File: src/rtl/wb_rst_sequencer_pkg.sv
// Shared definitions for the staged Wishbone reset sequencer.
//   seq_state_t : sequencer state encoding (3-bit)
//   LOCK_CNT_W  : width of the lock-loss event counter
//   clog2       : counter width able to hold 0..value-1 (minimum 1 bit)
package wb_rst_sequencer_pkg;

   localparam int unsigned LOCK_CNT_W = 8;

   typedef enum logic [2:0] {
      ST_IDLE      = 3'd0,
      ST_WAIT_LOCK = 3'd1,
      ST_RELEASE   = 3'd2,
      ST_RUN       = 3'd3,
      ST_SOFT      = 3'd4
   } seq_state_t;

   function automatic int unsigned clog2(input int unsigned value);
      int unsigned w;
      w = 1;
      while ((32'd1 << w) < value) w = w + 1;
      return w;
   endfunction

endpackage

File: src/rtl/wb_rst_sequencer_sync_2ff.sv
// Two-flop synchronizer for slow CDC control bits, with synchronous clear.
//   clk : destination clock
//   clr : synchronous active-high clear of both flop stages
//   d   : asynchronous input bits
//   q   : synchronized output bits
module wb_rst_sequencer_sync_2ff #(
   parameter int unsigned WIDTH = 1
) (
   input  logic             clk,
   input  logic             clr,
   input  logic [WIDTH-1:0] d,
   output logic [WIDTH-1:0] q
);

   logic [WIDTH-1:0] meta;

   always_ff @(posedge clk) begin
      if (clr) begin
         meta <= '0;
         q    <= '0;
      end else begin
         meta <= d;
         q    <= meta;
      end
   end

endmodule

File: src/rtl/wb_rst_sequencer.sv
// Staged reset sequencer in the Wishbone clock domain. Qualifies the DCM lock,
// releases per-subsystem resets one at a time STAGE_GAP cycles apart, and
// re-runs the sequence after lock loss or a soft reset request.
//   WB_CLK        : Wishbone clock
//   WB_RST        : synchronous active-high reset
//   LOCKED_IN     : DCM lock, asynchronous to WB_CLK
//   SOFT_RST_REQ  : single-cycle soft reset request
//   RST_OUT       : active-high stage resets, bit 0 released first
//   SEQ_DONE      : high while all stages are released
//   LOCK_LOST     : one-cycle pulse per counted lock loss
//   LOCK_LOSS_CNT : saturating lock-loss count
module wb_rst_sequencer
   import wb_rst_sequencer_pkg::*;
#(
   parameter int unsigned NUM_STAGES  = 4,
   parameter int unsigned STAGE_GAP   = 16,
   parameter int unsigned LOCK_STABLE = 64,
   parameter int unsigned SOFT_HOLD   = 32
) (
   input  logic                  WB_CLK,
   input  logic                  WB_RST,
   input  logic                  LOCKED_IN,
   input  logic                  SOFT_RST_REQ,
   output logic [NUM_STAGES-1:0] RST_OUT,
   output logic                  SEQ_DONE,
   output logic                  LOCK_LOST,
   output logic [LOCK_CNT_W-1:0] LOCK_LOSS_CNT
);

   localparam int unsigned STABLE_W   = clog2(LOCK_STABLE);
   localparam int unsigned GAP_W      = clog2(STAGE_GAP);
   localparam int unsigned STAGE_W    = clog2(NUM_STAGES);
   localparam int unsigned HOLD_W     = clog2(SOFT_HOLD);
   // stage_cnt value on the edge that clears the final bit
   localparam int unsigned LAST_STAGE = (NUM_STAGES > 1) ? NUM_STAGES - 2 : 0;
   localparam logic [LOCK_CNT_W-1:0] CNT_MAX = '1;

   seq_state_t          state;
   logic                lock_s;
   logic [STABLE_W-1:0] stable_cnt;
   logic [GAP_W-1:0]    gap_cnt;
   logic [STAGE_W-1:0]  stage_cnt;
   logic [HOLD_W-1:0]   hold_cnt;

   // Lock synchronizer
   wb_rst_sequencer_sync_2ff #(
      .WIDTH (1)
   ) u_lock_sync (
      .clk (WB_CLK),
      .clr (WB_RST),
      .d   (LOCKED_IN),
      .q   (lock_s)
   );

   // Sequencer FSM, counters and registered outputs.
   // RST_OUT starts all ones and shifts left, so bit 0 clears first.
   always_ff @(posedge WB_CLK) begin
      if (WB_RST) begin
         state         <= ST_IDLE;
         RST_OUT       <= '1;
         SEQ_DONE      <= 1'b0;
         LOCK_LOST     <= 1'b0;
         LOCK_LOSS_CNT <= '0;
         stable_cnt    <= '0;
         gap_cnt       <= '0;
         stage_cnt     <= '0;
         hold_cnt      <= '0;
      end else begin
         LOCK_LOST <= 1'b0;
         case (state)
            ST_IDLE: begin
               state <= ST_WAIT_LOCK;
            end

            ST_WAIT_LOCK: begin
               if (!lock_s) begin
                  stable_cnt <= '0;
               end else if (stable_cnt == STABLE_W'(LOCK_STABLE - 1)) begin
                  RST_OUT    <= RST_OUT << 1;
                  stable_cnt <= '0;
                  gap_cnt    <= '0;
                  stage_cnt  <= '0;
                  if (NUM_STAGES == 1) begin
                     SEQ_DONE <= 1'b1;
                     state    <= ST_RUN;
                  end else begin
                     state    <= ST_RELEASE;
                  end
               end else begin
                  stable_cnt <= stable_cnt + STABLE_W'(1);
               end
            end

            ST_RELEASE, ST_RUN: begin
               // Lock loss takes priority over a simultaneous soft request
               if (!lock_s) begin
                  RST_OUT    <= '1;
                  SEQ_DONE   <= 1'b0;
                  LOCK_LOST  <= 1'b1;
                  if (LOCK_LOSS_CNT != CNT_MAX)
                     LOCK_LOSS_CNT <= LOCK_LOSS_CNT + LOCK_CNT_W'(1);
                  stable_cnt <= '0;
                  gap_cnt    <= '0;
                  stage_cnt  <= '0;
                  state      <= ST_WAIT_LOCK;
               end else if (SOFT_RST_REQ) begin
                  RST_OUT    <= '1;
                  SEQ_DONE   <= 1'b0;
                  stable_cnt <= '0;
                  gap_cnt    <= '0;
                  stage_cnt  <= '0;
                  hold_cnt   <= '0;
                  state      <= ST_SOFT;
               end else if (state == ST_RELEASE) begin
                  if (gap_cnt == GAP_W'(STAGE_GAP - 1)) begin
                     gap_cnt   <= '0;
                     RST_OUT   <= RST_OUT << 1;
                     stage_cnt <= stage_cnt + STAGE_W'(1);
                     if (stage_cnt == STAGE_W'(LAST_STAGE)) begin
                        SEQ_DONE <= 1'b1;
                        state    <= ST_RUN;
                     end
                  end else begin
                     gap_cnt <= gap_cnt + GAP_W'(1);
                  end
               end
            end

            ST_SOFT: begin
               if (hold_cnt == HOLD_W'(SOFT_HOLD - 1)) begin
                  hold_cnt   <= '0;
                  stable_cnt <= '0;
                  state      <= ST_WAIT_LOCK;
               end else begin
                  hold_cnt <= hold_cnt + HOLD_W'(1);
               end
            end

            default: begin
               state <= ST_IDLE;
            end
         endcase
      end
   end

endmodule

File: config.mk
export PLATFORM = sky130hd
export DESIGN_NAME = wb_rst_sequencer
export DESIGN_NICKNAME = d
export VERILOG_FILES = /design/src/rtl/wb_rst_sequencer_pkg.sv /design/src/rtl/wb_rst_sequencer_sync_2ff.sv /design/src/rtl/wb_rst_sequencer.sv
export SDC_FILE = /design/constraint.sdc
export NUM_CORES = 1
export LEC_CHECK = 0
export CAP_MARGIN = 20
export CELL_PAD_IN_SITES_DETAIL_PLACEMENT = 1
export CELL_PAD_IN_SITES_GLOBAL_PLACEMENT = 2
export CORE_MARGIN = 2
export CORE_UTILIZATION = 23
export DETAILED_ROUTE_END_ITERATION = 12
export MAX_ROUTING_LAYER = met4
export PLACE_DENSITY = 0.66
export RECOVER_POWER = 50
export SLEW_MARGIN = 15
export SYNTH_ARGS = -nofsm -noshare
export SYNTH_HDL_FRONTEND = slang
export SYNTH_SLANG_ARGS = --single-unit
File: constraint.sdc
create_clock -name WB_CLK -period 2.54 [get_ports WB_CLK]
set_input_delay 0.635 -clock WB_CLK [delete_from_list [all_inputs] [get_ports WB_CLK]]
set_output_delay 0.635 -clock WB_CLK [all_outputs]
set_load 0.01 [all_outputs]
After elaboration in Yosys (flattened, before gate mapping)
Cells that the tools add are included.
Widths: inputs -> output; s select.
{"block": "totals", "elab_cells": 98, "output_inout_bits": 14, "input_bits": 4, "regBits": 36}
{"block": "classes", "reduce_logical": 13, "n_addsub": 5, "n_mux": 46, "bitwise": 2, "eq_ne": 21}
{"operator": "$mux 4", "n": 12}
{"operator": "$mux 6", "n": 5}
{"operator": "$mux 3", "n": 8}
{"operator": "$pmux 6 s3", "n": 1}
{"operator": "$pmux 4 s2", "n": 2}
{"operator": "$mux 5", "n": 3}
{"operator": "$mux 2", "n": 6}
{"operator": "$ne 3x3->1 const B", "n": 4}
{"operator": "$ne 4x4->1 const B", "n": 3}
{"operator": "$pmux 3 s4", "n": 1}
{"operator": "$pmux 5 s2", "n": 1}
{"operator": "$reduce_and 3->1", "n": 3}
{"operator": "$add 8x1->8 const B", "n": 1}
{"operator": "$ne 8x8->1 const B", "n": 1}
{"operator": "$reduce_and 4->1", "n": 2}
{"operator": "$add 6x1->6 const B", "n": 1}
{"operator": "$eq 3x2->1 const B", "n": 2}
{"operator": "$eq 6x6->1 const B", "n": 1}
{"operator": "$mux 1", "n": 6}
{"operator": "$ne 2x2->1 const B", "n": 3}
{"operator": "$reduce_and 6->1", "n": 1}
{"operator": "$add 5x1->5 const B", "n": 1}
{"operator": "$eq 5x5->1 const B", "n": 1}
{"operator": "$reduce_and 5->1", "n": 1}
{"operator": "13 further kinds", "n": 17}

Longest topological paths before layout
Gate-level depths: netlist (run 1).
{"block": "logic_depth", "word_depth": 7, "mapped_depth": 7, "depth_no_buf": 7}

Cells and area by module
Synthesis (run 1) repeated with hierarchy kept, for this count alone.
{"block": "unflattened", "cells_unflattened": 209, "area_unflattened_um2": 1769.2}
{"module": "wb_rst_sequencer", "cells_per_inst": 205, "area_each_um2": 1716.6, "seq_area_each_um2": 680.7, "instances": 1}
{"module": "wb_rst_sequencer_sync_2ff", "cells_per_inst": 4, "area_each_um2": 52.6, "seq_area_each_um2": 40.0, "instances": 1}

Worst setup path after synthesis (run 1)
OpenSTA, ideal clock, no wires.
{"block": "synth_path", "path_kind": "reg2reg", "start": "register hold_cnt[0]", "end": "register hold_cnt[3]", "slack_ns": 0.594, "synth_period_minus_slack_ns": 1.946, "path_buffers": 0, "path_stages_with_launch": 7, "arrival_time_ns": 1.875, "path_cell_list": "dfxtp_1 ha_1 and3_1 ha_1 or4b_4 or3_1 a21oi_1"}
{"block": "synth_between", "elab_chain_cells": 3, "elab_cells_between_ends": 4, "cone_classes": "1 x add/sub; 1 x eq/ne; 2 x mux"}
{"element": "start, declared", "line_no": "wb_rst_sequencer.sv:43", "rtl": "logic [HOLD_W-1:0] hold_cnt;"}
{"element": "start signal, assigned", "line_no": "wb_rst_sequencer.sv:135", "rtl": "hold_cnt <= hold_cnt + HOLD_W'(1);"}
{"element": "$add 5x1->5 / $eq 5x5->1 (equally long branches)", "line_no": "wb_rst_sequencer.sv:135, wb_rst_sequencer.sv:130"}
{"element": "$mux 5 (*)", "line_no": "wb_rst_sequencer.sv:130", "rtl": "if (hold_cnt == HOLD_W'(SOFT_HOLD - 1)) begin"}
{"element": "$pmux 5 s2 (*)", "line_no": "wb_rst_sequencer.sv:70", "rtl": "case (state)"}
Every way passes the cells marked *; elsewhere a longest branch is shown, timed or not.
A chain may end at the register's enable or synchronous reset.

Worst setup path in the final report (run 1)
{"block": "layout_path", "start": "input port SOFT_RST_REQ", "end": "register RST_OUT[3]"}
{"block": "layout_between", "elab_chain_cells": 3, "elab_cells_between_ends": 6, "cone_classes": "2 x eq/ne; 3 x mux; 1 x reduce/logical"}
{"element": "start, declared", "line_no": "wb_rst_sequencer.sv:23", "rtl": "input logic SOFT_RST_REQ,"}
{"element": "$mux 4", "line_no": "wb_rst_sequencer.sv:106", "rtl": "end else if (SOFT_RST_REQ) begin"}
{"element": "$mux 4", "line_no": "wb_rst_sequencer.sv:96", "rtl": "if (!lock_s) begin"}
{"element": "$pmux 4 s2", "line_no": "wb_rst_sequencer.sv:70"}
{"element": "end signal, assigned", "line_no": "wb_rst_sequencer.sv:79", "rtl": "RST_OUT <= RST_OUT << 1;"}
{"element": "end signal, assigned", "line_no": "wb_rst_sequencer.sv:117", "rtl": "RST_OUT <= RST_OUT << 1;"}
{"element": "end, declared", "line_no": "wb_rst_sequencer.sv:24", "rtl": "output logic [NUM_STAGES-1:0] RST_OUT,"}
Parallel ways exist; a longest one is shown, timed or not.

==> impl_metrics.csv, run 1 <==
group,metric,value,unit
route,dr_total_vias,1664,
critical_path,end_kind,"flip-flop",
worst_hold_path,hold_class,"reg2reg",
final_layout,nFillCells,982,
route,wl_per_cell,13.5,um
yosys,synth_area_leaders,"dfxtp_1 38%, a21oi_1 4.2%, ha_1 4.0%",
die,start_util,23.3,%
yosys,ys_ff_latch,36,
yosys,seq_area_frac_synth,38.2,%
route,firstDrtPassIters,4,
grt,grt_max_degree,20,
critical_path,path_cells,"dlygate4sd3_1 -> nand4bb_1 -> o21bai_1 -> or2_1 -> mux2i_1",
route,route.met3.wl,135,um
yosys,ys_warn_count,0,
timing,fin_setup_tns,0,ns
timing,worst_slew_pin_slew,0.636,ns
yosys,async_flop_share,0,%
timing,final.min_clock_period,2.21,ns
clock_network,clk_pin_slew_worst_paths,0.08,ns
final_layout,utilization,28.2,%
die,ios,18,
yosys,synth_area_per_cell,8.95,um2
timing,timing.fmax,0.453,GHz
power,leakagePower,0.823,nW
placement,hpwl,3240,um
critical_path,arrival,2.44,ns
power,vdd_drop_max,0.000172,V
final_layout,syn_to_final_growth,20.9,%
critical_path,crit_fanout,6,
grt,grt_antenna_before_repair,0,
yosys,synth_edf_count,0,
yosys,synth_top_area_share,38.2,%
route,initialDrtViolationCount,50,
yosys,synth_cell_types,59,
status,outcome,"finished, final reports clean",
yosys,synthCells,211,
grt,grt_pass1_vias,1695,
clock_network,cts_max_level,2,
grt,globalRoute.totalOverflow,0,
clock_network,hold_buffers,0,
grt,grt_first_pass_wirelength,8180,um
final_layout,drive_above_1_share,8.62,%
yosys,synthTopCellsByCount,"36 x dfxtp_1, 16 x a21oi_1, 16 x nor2_1",
timing,rsz0062_at_grt,"false",
yosys,synth_top_flop_cell,"dfxtp_1",
timing,fin_skew,0.0147,ns
yosys,synth_most_common_cell,"dfxtp_1",
timing,timing.final.crit_share,86.9,%
critical_path,startpoint_type,"input port",
route,ant_nets,0,
timing,slew_headroom,57.6,%
clock_network,ctsLongestPathBuffers,2,
final_layout,ff_latch_area,721,um2
die,rows,33,
placement,io_buffers,17,
die,die_area,0.00895,mm2
clock_network,cts.sinks,36,
critical_path,max_stage_delay,0.63,ns
clock_network,cts_tree,"done",
clock_network,ctsResizeCount,0,
route,wirelength,4530,um
timing,hold_viol,0,
power,p_per_area,496,mW/mm2
die,core_region_area,0.00809,mm2
final_layout,multi_input_area,0.00107,mm2
yosys,syn-num-nets,221,
final_layout,fin_nets,241,
yosys,syn_area,0.00189,mm2
critical_path,critPathSlowestCell,"dlygate4sd3_1",
clock_network,clockRootBuffer,"clkbuf_8",
flow_run,cap_violations,0,
grt,grt_use_total,11.7,%
clock_network,cts_buffers,5,
critical_path,criticalPathCategory,"in2reg",
die,die_h,94.6,um
timing,setup_violations,0,
timing,slew_viol_final,0,
route,wl_met1,2390,um
route,highest_layer,"met4",
final_layout,antenna_cells,0,
clock_network,insertion_delay,0.30,ns
power,power.total,1.13,mW
route,drc,0,
clock_network,postCtsSetupBuffers,0,
route,vias_per_cell,4.94,
yosys,yosys.area.top_type,"dfxtp_1",
placement,place.gp.congestion,0.705,
critical_path,worstPathRequired,2.77,ns
die,die_w,94.6,um
route,dr_wl_met2,1940,um
-- path summary, 6_finish.rpt --
| check | slack, ns | depth (start not counted) | start | to |
|---|---|---|---|---|
| setup / recovery | 0.33 | 5 | SOFT_RST_REQ | RST_OUT[3]$_SDFFE_PP1P_ |
| hold / removal | 0.45 | 1 | u_lock_sync.meta$_SDFF_PP0_ | u_lock_sync.q$_SDFF_PP0_ |
| setup reg to reg | 0.46 | 8 | hold_cnt[0]$_SDFFE_PP0P_ | stable_cnt[2]$_SDFFE_PP0P_ |
| hold reg to reg | 0.45 | 1 | u_lock_sync.meta$_SDFF_PP0_ | u_lock_sync.q$_SDFF_PP0_ |
-- critical path: cells and delay by family --
| kind | cells | cell delay [ns] |
|---|---|---|
| simple gates | 2 | 0.63 |
| buf+inv | 1 | 0.63 |
| mux | 1 | 0.22 |
| compound gates | 1 | 0.32 |
-- cell families (layout without fill, tap and decap cells) --
| logic type | after synthesis | in the layout | share of synthesized area (%) |
|---|---|---|---|
| muxes | 5 | 5 | 2.65 |
| and+or+nand+nor | 82 | 82 | 26.5 |
| buffers and inverters | 19 | 40 | 4.97 |
| xor gates and xnor gates | 3 | 3 | 1.39 |
| adders and majority gates | 6 | 6 | 3.98 |
| DFF | 36 | 36 | 38.2 |
| AOI/OAI and AO/OA | 60 | 60 | 22.3 |
-- layout make-up --
class / count / share of cell area, %
Multi-Input combinational cell: 156 / 47.0
Tap cell: 105 / 5.76
Timing Repair Buffer: 25 / 9.76
Clock buffer: 6 / 3.18
Inverter: 7 / 1.15
Clock inverter: 2 / 1.54
Sequential cell: 36 / 31.6
-- per-stage QoR --
step	setup WS (ns)	hold slack (ns)	area (um2)	std cells
after global routing	0.143	0.465	2280	337
after CTS	0.404	0.462	2290	337
after floorplan	0.594	0.414	1890	211
after global placement	0.169	0.431	2180	329
after detailed placement	0.115	0.447	2180	329
final	0.334	0.449	2280	337
-- power by group --
part | leakage [nW] | internal (mW) | total, mW | switching (mW)
Clock | 0.0552 | 0.292 | 0.507 | 0.216
Sequential | 0.291 | 0.568 | 0.577 | 0.00852
Combinational | 0.477 | 0.0194 | 0.0471 | 0.0277
-- layer usage --
layer  global-route usage [%]  up-vias
met5                        -        -
li1                         -      848
met3                     2.63        7
met2                     16.8       22
met1                     16.2      787
met4                     3.99        0
-- layout by cell type, fill, tap and decap left out, types with 3 or more instances in the layout --
cell type      synthesis  final
a211oi_1               4      4
a21oi_1               16     16
a31oi_1                3      3
and3_1                 6      6
buf_4                  0      6
clkbuf_1               3      3
clkbuf_8               0      5
dfxtp_1               36     36
dlygate4sd3_1          0     15
ha_1                   6      6
inv_1                  6      6
mux2i_1                5      5
nand2_1                7      7
nand3_1                6      6
nor2_1                16     16
nor2b_1                4      4
nor3_1                12     12
nor3b_1                3      3
o211ai_1               3      3
o21ai_0                7      7
o21ai_1                3      3
or3_1                  4      4
or4_1                  4      4
xnor2_1                3      3
-- registers in the layout (all words and copies together) (netlist names) --
name,count
u_lock_sync.meta,1
LOCK_LOST,1
stable_cnt,6
RST_OUT,4
SEQ_DONE,1
stage_cnt,2
u_lock_sync.q,1
state,3
hold_cnt,5
LOCK_LOSS_CNT,8
gap_cnt,4
No activity file was read; power rests on OpenSTA's default activity.
==> inputs of run 2 (changes only) <==
--- a/config.mk
+++ b/config.mk
@@ -5,6 +5,7 @@
 export SDC_FILE = /design/constraint.sdc
 export NUM_CORES = 1
 export LEC_CHECK = 0
+export ABC_AREA = 1
 export CAP_MARGIN = 20
 export CELL_PAD_IN_SITES_DETAIL_PLACEMENT = 1
 export CELL_PAD_IN_SITES_GLOBAL_PLACEMENT = 2
@@ -12,7 +13,7 @@
 export CORE_UTILIZATION = 23
 export DETAILED_ROUTE_END_ITERATION = 12
 export MAX_ROUTING_LAYER = met4
-export PLACE_DENSITY = 0.66
+export PLACE_DENSITY = 0.69
 export RECOVER_POWER = 50
 export SLEW_MARGIN = 15
 export SYNTH_ARGS = -nofsm -noshare
==> impl_metrics.csv, run 2 <==
group,metric,value,unit
final_layout,largest_reg_flops,8,
critical_path,r2r_cells,11,
final_layout,reg.largest.list,"LOCK_LOSS_CNT (8), stable_cnt (6), hold_cnt (5)",
final_layout,antenna_cells,0,
yosys,synth_area_per_cell,6.99,um2
placement,io_buffers,17,
placement,place.gp.congestion,0.709,
final_layout,finalNonFillerCells,421,
yosys,synth_area_leaders,"dfxtp_1 36%, nand2_1 14%, nor2_1 7.4%",
yosys,synth_most_common_cell,"nand2_1",
placement,hpwl,3670,um
final_layout,fin_nets,322,
die,die_area,0.00959,mm2
critical_path,arrival,2.16,ns
yosys,ys_ff_latch,36,
yosys,syn-num-nets,300,
grt,grt_use_total,11.0,%
clock_network,clk_pin_slew_worst_paths,0.08,ns
grt,grt_antenna_before_repair,0,
clock_network,cts_max_level,2,
route,initialDrtViolationCount,41,
power,vdd_drop_max,0.000209,V
route,dr_total_vias,1811,
timing,slew_viol_final,0,
timing,timing.fmax,0.515,GHz
power,p_per_area,836,mW/mm2
route,wl_per_cell,11.5,um
yosys,synth_edf_count,0,
timing,fin_skew,0.00638,ns
route,wirelength,4830,um
clock_network,cts_buffers,5,
final_layout,nFillCells,1098,
critical_path,criticalPathCategory,"in2reg",
clock_network,ctsLongestPathBuffers,2,
critical_path,end_kind,"flip-flop",
clock_network,ctsResizeCount,0,
die,die_w,97.9,um
clock_network,insertion_delay,0.29,ns
grt,grt_pass1_vias,1841,
critical_path,worstPathRequired,2.75,ns
timing,final.min_clock_period,1.94,ns
placement,placed_cells,413,
timing,worst_slew_pin_slew,0.713,ns
timing,setup_violations,0,
worst_hold_path,min_from,"u_lock_sync.meta$_SDFF_PP0_",
yosys,yosys.area.top_type,"dfxtp_1",
timing,hold_viol,0,
yosys,synth_top_flop_cell,"dfxtp_1",
die,start_util,23.5,%
status,outcome,"finished, final reports clean",
route,firstDrtPassIters,4,
critical_path,startpoint_type,"input port",
route,vias_per_cell,4.30,
final_layout,final_common_cell,"nand2_1",
final_layout,ff_latch_area,721,um2
die,core_region_area,0.00864,mm2
critical_path,startpoint,"WB_RST",
yosys,syn_area,0.00203,mm2
yosys,synthCells,290,
critical_path,crit_fanout,15,
timing,rsz0062_at_grt,"false",
die,die_h,97.9,um
die,rows,34,
clock_network,cts_tree,"done",
final_layout,layout_common_cells,"78 x nand2_1, 41 x nor2_1, 36 x dfxtp_1",
power,leakagePower,1.01,nW
yosys,synth_cell_types,31,
yosys,synth_top_area_share,35.5,%
timing,fin_setup_tns,0,ns
clock_network,hold_buffers,0,
final_layout,multi_input_area,0.00111,mm2
timing,slew_headroom,52.5,%
grt,grt_max_degree,16,
yosys,ys_warn_count,0,
timing,timing.final.crit_share,76.5,%
final_layout,drive_above_1_share,14.4,%
final_layout,syn_to_final_growth,17.1,%
die,ios,18,
yosys,synthTopCellsByCount,"76 x nand2_1, 40 x nor2_1, 36 x dfxtp_1",
worst_hold_path,min_path_cells,2,
critical_path,r2r_start,"hold_cnt[0]$_SDFFE_PP0P_",
critical_path,rrSetupSlack,0.71,ns
clock_network,cts.sinks,36,
route,ant_nets,0,
grt,globalRoute.totalOverflow,0,
clock_network,postCtsSetupBuffers,0,
worst_hold_path,hold_class,"reg2reg",
flow_run,cap_violations,0,
yosys,seq_area_frac_synth,35.5,%
yosys,async_flop_share,0,%
clock_network,clockRootBuffer,"clkbuf_8",
grt,grt_first_pass_wirelength,8510,um
route,drc,0,
final_layout,regMostFlops,"LOCK_LOSS_CNT",
-- run 2: changes by cell type after synthesis, sizes merged, moves of 5 or more --
| cell | previous run | this run |
|---|---|---|
| and3 | 6 | 1 |
| buf | 9 | 2 |
| inv | 7 | 39 |
| mux2i | 5 | 0 |
| nand2 | 7 | 90 |
| nand3 | 6 | 24 |
| nor2 | 16 | 50 |
| nor3 | 12 | 5 |
-- run 2: per-stage QoR --
step / power, mW / hold WS, ns / util (%) / worst slack [ns] / area (um2)
floorplan: 1.39 / 0.388 / - / 1.07 / 2030
global placement: 1.60 / 0.391 / 26.9 / 0.485 / 2330
detailed placement: 1.62 / 0.401 / 26.9 / 0.503 / 2330
CTS: 2.06 / 0.414 / 28.0 / 0.622 / 2410
global route: 2.17 / 0.449 / 27.5 / 0.415 / 2370
finish: 1.98 / 0.409 / 27.5 / 0.597 / 2370
-- run 2: path summary, 6_finish.rpt --
path                                              endpoint
worst min register to register    u_lock_sync.q$_SDFF_PP0_
worst max-delay path              hold_cnt[3]$_SDFFE_PP0P_
worst min-delay path              u_lock_sync.q$_SDFF_PP0_
worst max register to register  stable_cnt[0]$_SDFFE_PP0P_
-- run 2: area by class of cell --
class | count | area share [%]
clock inverter | 3 | 0.790
tap | 108 | 5.69
clock buffer | 5 | 2.90
inverter | 39 | 6.27
multi-input combinational | 212 | 46.7
sequential | 36 | 30.3
timing repair buffer | 18 | 7.32
-- run 2: critical path: stages --
cell           delay, ns
dlygate4sd3_1       0.55
inv_1               0.46
o21ai_0             0.32
nor3_1              0.18
-- run 2: metal layers --
| metal | part of all wire, % | GRT usage (%) |
|---|---|---|
| met4 | 0.50 | 2.56 |
| met1 | 51 | 14.6 |
| met5 | 0 | - |
| met2 | 46 | 17.2 |
| met3 | 2.4 | 2.43 |
-- run 2: cells by family after synthesis --
family / share of synthesized area [%]
AND/OR/NAND/NOR: 43.9
buffers and inverters: 8.02
flip-flops: 35.5
AO/OA/AOI/OAI: 7.59
adder cells (fa/ha/maj): 3.70
XOR/XNOR: 1.30
-- run 2: power by group --
| group | internal (mW) | total (mW) | switching, mW |
|---|---|---|---|
| logic | 0.305 | 0.833 | 0.528 |
| clock network | 0.192 | 0.423 | 0.231 |
| registers | 0.642 | 0.729 | 0.0873 |
==> inputs of run 3 (changes only) <==
==> constraint.sdc (replaced) <==
create_clock -name WB_CLK -period 2 [get_ports WB_CLK]
set_input_delay 0.5 -clock WB_CLK [delete_from_list [all_inputs] [get_ports WB_CLK]]
set_output_delay 0.5 -clock WB_CLK [all_outputs]
set_load 0.01 [all_outputs]
==> impl_metrics.csv, run 3 (synthesis results as in run 2) <==
group,metric,value,unit
status,outcome,"finished, final reports clean",
timing,fin_skew,0.00410,ns
clock_network,postCtsSetupBuffers,0,
timing,final.min_clock_period,1.79,ns
clock_network,ctsResizeCount,0,
timing,fin_setup_tns,0,ns
route,dr_total_vias,1821,
clock_network,cts_tree,"done",
critical_path,worstPathRequired,2.23,ns
grt,grt_first_pass_wirelength,8440,um
timing,timing.fmax,0.559,GHz
power,p_per_area,1050,mW/mm2
grt,globalRoute.totalOverflow,0,
timing,slew_viol_final,0,
timing,hold_slack,0.413,ns
final_layout,antenna_cells,0,
timing,setup_violations,0,
final_layout,reg.largest.list,"LOCK_LOSS_CNT (8), stable_cnt (6), hold_cnt (5)",
critical_path,criticalPathCategory,"in2reg",
timing,worst_slew_pin_slew,0.761,ns
worst_hold_path,hold_class,"reg2reg",
timing,timing.final.crit_share,89.5,%
grt,grt_max_degree,16,
die,die_area,0.00959,mm2
clock_network,clockRootBuffer,"clkbuf_8",
power,leakagePower,1.04,nW
clock_network,clk_pin_slew_worst_paths,0.08,ns
die,core_region_area,0.00864,mm2
route,wirelength,4880,um
grt,grt_pass1_vias,1796,
timing,rsz0062_at_grt,"false",
clock_network,ctsLongestPathBuffers,2,
die,die_h,97.9,um
placement,io_buffers,17,
final_layout,layout_common_cells,"76 x nand2_1, 41 x nor2_1, 36 x dfxtp_1",
route,vias_per_cell,4.32,
placement,place_ws,0.0955,ns
flow_run,cap_violations,0,
route,initialDrtViolationCount,37,
die,die_w,97.9,um
route,wl_per_cell,11.6,um
die,ios,18,
final_layout,largest_reg_flops,8,
route,firstDrtPassIters,4,
route,drc,0,
final_layout,final_common_cell,"nand2_1",
critical_path,end_kind,"flip-flop",
grt,grt_use_total,11.0,%
grt,grt_antenna_before_repair,0,
power,vdd_drop_max,0.000321,V
clock_network,insertion_delay,0.29,ns
timing,setup_ws,0.211,ns
final_layout,syn_to_final_growth,18.9,%
power,power.total,2.54,mW
placement,place.gp.congestion,0.707,
timing,hold_viol,0,
critical_path,crit_fanout,13,
clock_network,cts.sinks,36,
timing,slew_headroom,49.3,%
final_layout,fin_nets,323,
clock_network,cts_buffers,5,
clock_network,cts_max_level,2,
die,start_util,23.5,%
die,rows,34,
final_layout,regMostFlops,"LOCK_LOSS_CNT",
final_layout,drive_above_1_share,15.9,%
placement,hpwl,3660,um
route,ant_nets,0,
critical_path,arrival,2.02,ns
clock_network,hold_buffers,0,
critical_path,startpoint_type,"input port",
## run 3: cell types whose count changed in the layout (fill, tap and decap cells not counted), sizes merged
cell and change:
buf +1, clkdlybuf4s50 -4, dlygate4sd3 +4
## run 3: routing by layer
metal	global-route usage, %	wire length [um]	vias up
met2	17.8	2230	17
met1	14.2	2510	850
met4	2.24	24	0
met5	-	0	-
li1	-	-	952
met3	2.22	113	2
## run 3: through the flow
| stage | std cells | area, um2 | utilization, % |
|---|---|---|---|
| after global routing | 422 | 2410 | 27.9 |
| final | 422 | 2410 | 27.9 |
| after floorplan | 290 | 2030 | - |
| after global placement | 414 | 2330 | 27.0 |
| after CTS | 422 | 2420 | 28.0 |
| after detailed placement | 414 | 2330 | 27.0 |
## run 3: report_power, final
part           switching [mW]  internal, mW  total [mW]
Clock                   0.298         0.244       0.542
Combinational           0.684         0.384        1.07
Sequential              0.116         0.815       0.931
## run 3: path summary, 6_finish.rpt
kind,from,depth (start not counted),end,slack (ns)
min,u_lock_sync.meta$_SDFF_PP0_,2,u_lock_sync.q$_SDFF_PP0_,0.41
min reg2reg,u_lock_sync.meta$_SDFF_PP0_,2,u_lock_sync.q$_SDFF_PP0_,0.41
max,WB_RST,4,RST_OUT[2]$_SDFFE_PP1P_,0.21
max reg2reg,hold_cnt[0]$_SDFFE_PP0P_,11,stable_cnt[0]$_SDFFE_PP0P_,0.34
## run 3: area by class of cell
| cell class | count | area (um2) |
|---|---|---|
| repair buffers | 19 | 181 |
| multi-input cells | 212 | 1140 |
| clock inverters | 3 | 18.8 |
| flip-flops and latches | 36 | 721 |
| clock buffers | 5 | 68.8 |
| fillers | 1113 | 6220 |
| well taps | 108 | 135 |
| inverters | 39 | 149 |
## run 3: worst max-delay path, cell delays in order
cell,delay (ns)
dlygate4sd3_1,0.55
clkbuf_1,0.58
nor2_1,0.25
nand3_1,0.14
